===== config.mk =====
export PLATFORM = sky130hd
export DESIGN_NAME = key_sw_conditioner
export DESIGN_NICKNAME = d
export VERILOG_FILES = /design/src/rtl/key_sw_conditioner_pkg.sv /design/src/rtl/key_sw_conditioner_debounce_chan.sv /design/src/rtl/key_sw_conditioner.sv
export SDC_FILE = /design/constraint.sdc
export NUM_CORES = 1
export LEC_CHECK = 0
export BUFFER_PORTS_ARGS = -buffer_cell sky130_fd_sc_hd__buf_2
export CAP_MARGIN = 20
export CORE_ASPECT_RATIO = 1.4
export CORE_MARGIN = 2
export CORE_UTILIZATION = 36
export CTS_CLUSTER_DIAMETER = 100
export DETAILED_ROUTE_END_ITERATION = 10
export GPL_ROUTABILITY_DRIVEN = 0
export PLACE_DENSITY_LB_ADDON = 0.1
export RECOVER_POWER = 50
export SYNTH_ARGS = -nofsm -noshare
export SYNTH_HDL_FRONTEND = slang
export SYNTH_HIERARCHICAL = 1
export SYNTH_SLANG_ARGS = --single-unit

===== constraint.sdc =====
create_clock -name clk_clk -period 2.7 [get_ports clk_clk]
set_input_delay 0.27 -clock clk_clk [delete_from_list [all_inputs] [get_ports clk_clk]]
set_output_delay 0.27 -clock clk_clk [all_outputs]
set_load 0.005 [all_outputs]

===== src/rtl/key_sw_conditioner_pkg.sv =====
// Shared constants for the lab7 board I/O conditioning path: debounce
// lengths for silicon and simulation, and the idle level of each input kind.
package lab7_io_pkg;

  localparam int DEBOUNCE_CYCLES_50MHZ = 500000;
  localparam int SIM_DEBOUNCE_CYCLES   = 4;

  // Keys idle released (high); slide switches idle off (low).
  localparam logic KEY_IDLE = 1'b1;
  localparam logic SW_IDLE  = 1'b0;

endpackage


===== src/rtl/key_sw_conditioner_debounce_chan.sv =====
// One input bit: 2-flop synchronizer followed by a stable-value + counter
// debouncer that emits registered one-cycle rise/fall pulses on acceptance.
module debounce_chan #(
  parameter int   DEBOUNCE_CYCLES = 500000,
  parameter int   CNT_W           = 24,
  parameter logic RESET_VAL       = 1'b0
) (
  input  logic clk_i,
  input  logic rst_ni,
  input  logic raw_i,
  output logic level_o,
  output logic rise_o,
  output logic fall_o
);

  localparam logic [CNT_W-1:0] CNT_LAST = CNT_W'(DEBOUNCE_CYCLES - 1);

  logic             sync1_q;
  logic             sync2_q;
  logic             stable_q;
  logic             stable_d;
  logic [CNT_W-1:0] cnt_q;
  logic [CNT_W-1:0] cnt_d;
  logic             rise_q;
  logic             rise_d;
  logic             fall_q;
  logic             fall_d;

  // Counter runs only while the synchronized input disagrees with the
  // accepted level; any return to agreement clears it (glitch rejection).
  always_comb begin
    stable_d = stable_q;
    cnt_d    = '0;
    rise_d   = 1'b0;
    fall_d   = 1'b0;
    if (sync2_q != stable_q) begin
      if (cnt_q == CNT_LAST) begin
        stable_d = ~stable_q;
        rise_d   = ~stable_q;
        fall_d   = stable_q;
      end else begin
        cnt_d = cnt_q + CNT_W'(1);
      end
    end else begin
      cnt_d = '0;
    end
  end

  always_ff @(posedge clk_i) begin
    if (!rst_ni) begin
      sync1_q  <= RESET_VAL;
      sync2_q  <= RESET_VAL;
      stable_q <= RESET_VAL;
      cnt_q    <= '0;
      rise_q   <= 1'b0;
      fall_q   <= 1'b0;
    end else begin
      sync1_q  <= raw_i;
      sync2_q  <= sync1_q;
      stable_q <= stable_d;
      cnt_q    <= cnt_d;
      rise_q   <= rise_d;
      fall_q   <= fall_d;
    end
  end

  assign level_o = stable_q;
  assign rise_o  = rise_q;
  assign fall_o  = fall_q;

endmodule


===== src/rtl/key_sw_conditioner.sv =====
// Board switch/key conditioner feeding the lab7_soc PIOs: one debounce
// channel per switch and per key, plus press/release pulses for the keys.
module key_sw_conditioner
  import lab7_io_pkg::*;
#(
  parameter int NUM_SW          = 8,
  parameter int DEBOUNCE_CYCLES = DEBOUNCE_CYCLES_50MHZ,
  parameter int CNT_W           = 24
) (
  input  logic              clk_clk,
  input  logic              reset_reset_n,
  input  logic [NUM_SW-1:0] sw_raw,
  input  logic [1:0]        key_raw_n,
  output logic [NUM_SW-1:0] sw_clean,
  output logic              key_2_clean_n,
  output logic              key_3_clean_n,
  output logic [1:0]        key_press,
  output logic [1:0]        key_release
);

  logic [NUM_SW-1:0] unused_sw_rise;
  logic [NUM_SW-1:0] unused_sw_fall;
  logic [1:0]        key_level_s;

  for (genvar i = 0; i < NUM_SW; i++) begin : g_sw
    debounce_chan #(
      .DEBOUNCE_CYCLES (DEBOUNCE_CYCLES),
      .CNT_W           (CNT_W),
      .RESET_VAL       (SW_IDLE)
    ) u_chan (
      .clk_i   (clk_clk),
      .rst_ni  (reset_reset_n),
      .raw_i   (sw_raw[i]),
      .level_o (sw_clean[i]),
      .rise_o  (unused_sw_rise[i]),
      .fall_o  (unused_sw_fall[i])
    );
  end

  // Keys are active-low, so a falling level is a press and a rising one a release.
  for (genvar k = 0; k < 2; k++) begin : g_key
    debounce_chan #(
      .DEBOUNCE_CYCLES (DEBOUNCE_CYCLES),
      .CNT_W           (CNT_W),
      .RESET_VAL       (KEY_IDLE)
    ) u_chan (
      .clk_i   (clk_clk),
      .rst_ni  (reset_reset_n),
      .raw_i   (key_raw_n[k]),
      .level_o (key_level_s[k]),
      .rise_o  (key_release[k]),
      .fall_o  (key_press[k])
    );
  end

  assign key_2_clean_n = key_level_s[0];
  assign key_3_clean_n = key_level_s[1];

endmodule

==> impl_metrics.csv <==
group,metric,value,unit
worst_setup_path,path_cells,"ha_1 -> nand4_1 -> or2_0 -> o31ai_1 -> clkbuf_2 -> nor2_1",
min_path,hold_start,"reset_reset_n",
finish,multi_input_area,6907,µm²
finish,antennaDiodeCount,0,
worst_setup_path,cp-end-kind,"flip-flop",
sta,layout_setup_ws,0.3777,ns
drt,num_vias,10300,
die,num_rows,81,
finish,syn2layout_area_growth,12.10,%
finish,fin_nets,1515,
place,portBuffers,25,
drt,first_pass_iters,4,
sta,finalCriticalPeriod,2.322,ns
die,die_area,37010,µm²
run,drv_cap,0,
min_path,holdPathStages,2,
global_route,first_global_vias,9932,
drt,via_per_inst,5.232,
finish,final_util,40.93,%
cts,cts_sinks,274,
global_route,grt_max_degree,25,
worst_setup_path,cp_max_fo,10,
synthesis,syn_area,12770,µm²
power,power_density,557.8,nW/µm²
sta,fmax,0.4306,GHz
run_status,status,"complete, no violations",
worst_setup_path,cp_slowest_cell,"o31ai_1",
cts,cts_tree,"yes",
worst_setup_path,setup.worst_path.start,"g_sw[2].u_chan/cnt_q[0]",
finish,fillers,3629,
global_route,grt-ovfl-total,0,
min_path,hold_path.class,"input port to flip-flop",
drt,final_antenna_net_count,0,
sta,setup_tns,0,ns
synthesis,syn_area_per_cell,8.811,µm²
cts,max-clock-path-buffers,3,
drt,drt_wl_total,27470,µm
cts,clk_pin_slew_worst_paths,0.06,ns
cts,cts-root-buf,"clkbuf_16",
cts,ctsResizeCount,0,
drt,avgRoutedWirePerCell,13.96,µm
finish,seqCellArea,5485,µm²
synthesis,syn-instance-count,1449,
cts,cts_buffers,29,
min_path,hold-path-endpoint,"g_key[1].u_chan/sync2_q",
sta,finClkSkew,0.01173,ns
power,power,7.984,mW
drt,drc,0,
finish,drive_gt1_share,8.730,%
synthesis,yosys_warnings,6,
power,p_leak,4.190,nW
die,chipWidth,163.2,µm
worst_setup_path,r2r_slack,0.38,ns
place,post-dp-hpwl,19070,µm
drt,first_iter_violations,511,
worst_setup_path,crit_type,"flip-flop to flip-flop",
power,peakVddDrop,0.4121,mV
cts,insertion_delay,0.55,ns
die,dieHeight,226.8,µm
sta,holdWs,0.1809,ns
worst_setup_path,cp_slowest_stage_delay,0.69,ns
sta,worst_slew_pin_slew,1.090,ns
place,preCtsSetupSlack,0.5341,ns
cts,cts_htree_levels,1,
worst_setup_path,worstPathArrival,2.75,ns
sta,max-slew-margin-rel,27.34,%
sta,period_share,86.01,%
die,ios,26,
sta,setup_viol,0,
worst_setup_path,worstReg2RegEnd,"g_sw[2].u_chan/cnt_q[5]",
synthesis,syn-num-nets,1471,
worst_setup_path,r2r-start,"g_sw[2].u_chan/cnt_q[0]",
die,core_area,34960,µm²
global_route,grt_pass1_wl,47550,µm
global_route,gr-usage-all-layers,15.10,%
sta,hold_violations,0,
worst_setup_path,required,3.13,ns
sta,timing_max_transition_violations_final,0,
worst_setup_path,start_kind,"flip-flop",
sta,rsz0062_at_grt,"no",
die,start_util,36.51,%
global_route,antenna_found_initial,0,
worst_setup_path,reg2reg_depth,6,
metal layers:
layer  GRT usage (%)  vias up  part of all wire (%)
met2           27.83       93                    50
met5               0        -                     0
met3           2.140       34                   3.1
met1           17.91     4820                    45
met4           4.653        0                   2.1
li1                -     5350                     -
critical path: cells and delay by family, from the launching register on:
kind / cells / cell delay (ns)
flip-flops: 1 / 0.39
buffers and inverters: 1 / 0.35
AND/OR/NAND/NOR: 3 / 0.54
AO/OA/AOI/OAI: 1 / 0.69
adder cells (fa/ha/maj): 1 / 0.24
repair_timing:
action,CTS,global route
hold endpoints to repair,10,0
setup buffers,0,0
hold buffers,10,0
per-stage QoR:
step | cells | area (µm²)
finish | 1968 | 14310
floorplan | 1449 | 12770
CTS | 1968 | 14400
global route | 1968 | 14310
detailed placement | 1908 | 13410
global placement | 1908 | 13410
worst max-delay path by stage:
stage,to,slack [ns],depth (start not counted)
CTS,g_key[0].u_chan/cnt_q[9],0.53,6
finish,g_sw[2].u_chan/cnt_q[5],0.38,6
floorplan,g_sw[7].u_chan/cnt_q[20],0.81,5
global placement,g_key[0].u_chan/cnt_q[4],0.57,6
detailed placement,g_key[0].u_chan/cnt_q[9],0.53,6
global route,g_sw[2].u_chan/cnt_q[5],0.17,6
layout by cell type, fill, tap and decap left out, types with 6 or more instances in the layout:
cell type / instances
dfxtp_1: 274
nor2_1: 193
xnor2_1: 113
nand2_1: 100
nand3_1: 72
nor4_1: 70
a21oi_1: 69
nand4_1: 67
nor3_1: 48
xor2_1: 44
o21ai_0: 37
inv_1: 31
clkbuf_16: 29
nand4b_1: 27
clkbuf_1: 25
and3_1: 24
and4_1: 23
or3_1: 23
o31ai_1: 23
or4_1: 22
and2_1: 17
buf_2: 17
buf_4: 13
mux2i_1: 12
or4_4: 11
nand4_2: 10
ha_1: 10
dlygate4sd3_1: 10
or2_2: 9
and2_0: 9
or2_0: 7
nand3_2: 7
and3b_1: 7
a21bo_2: 7
nand3b_1: 7
o31ai_2: 6
power breakdown:
group | internal, mW | switching, mW
Sequential | 4.06 | 0.0117
Clock | 2.24 | 1.58
Combinational | 0.0379 | 0.0556
Total | 6.34 | 1.64
layout make-up:
type | count | share of cell area (%)
multi-input cells | 1102 | 48.26
flip-flops and latches | 274 | 38.32
clock buffers | 44 | 5.674
inverters | 31 | 0.8130
well taps | 456 | 3.986
repair buffers | 55 | 2.387
clock inverters | 6 | 0.5595
flip-flops by register name (all words and copies together), names as in the netlist:
name / flops
g_key.u_chan/fall_o: 2
g_key.u_chan/cnt_q: 48
g_sw.u_chan/level_o: 8
g_key.u_chan/level_o: 2
g_key.u_chan/sync2_q: 2
g_key.u_chan/rise_o: 2
g_sw.u_chan/sync2_q: 8
g_sw.u_chan/sync1_q: 8
g_sw.u_chan/cnt_q: 192
g_key.u_chan/sync1_q: 2
Power figures use the tool's default switching activity.
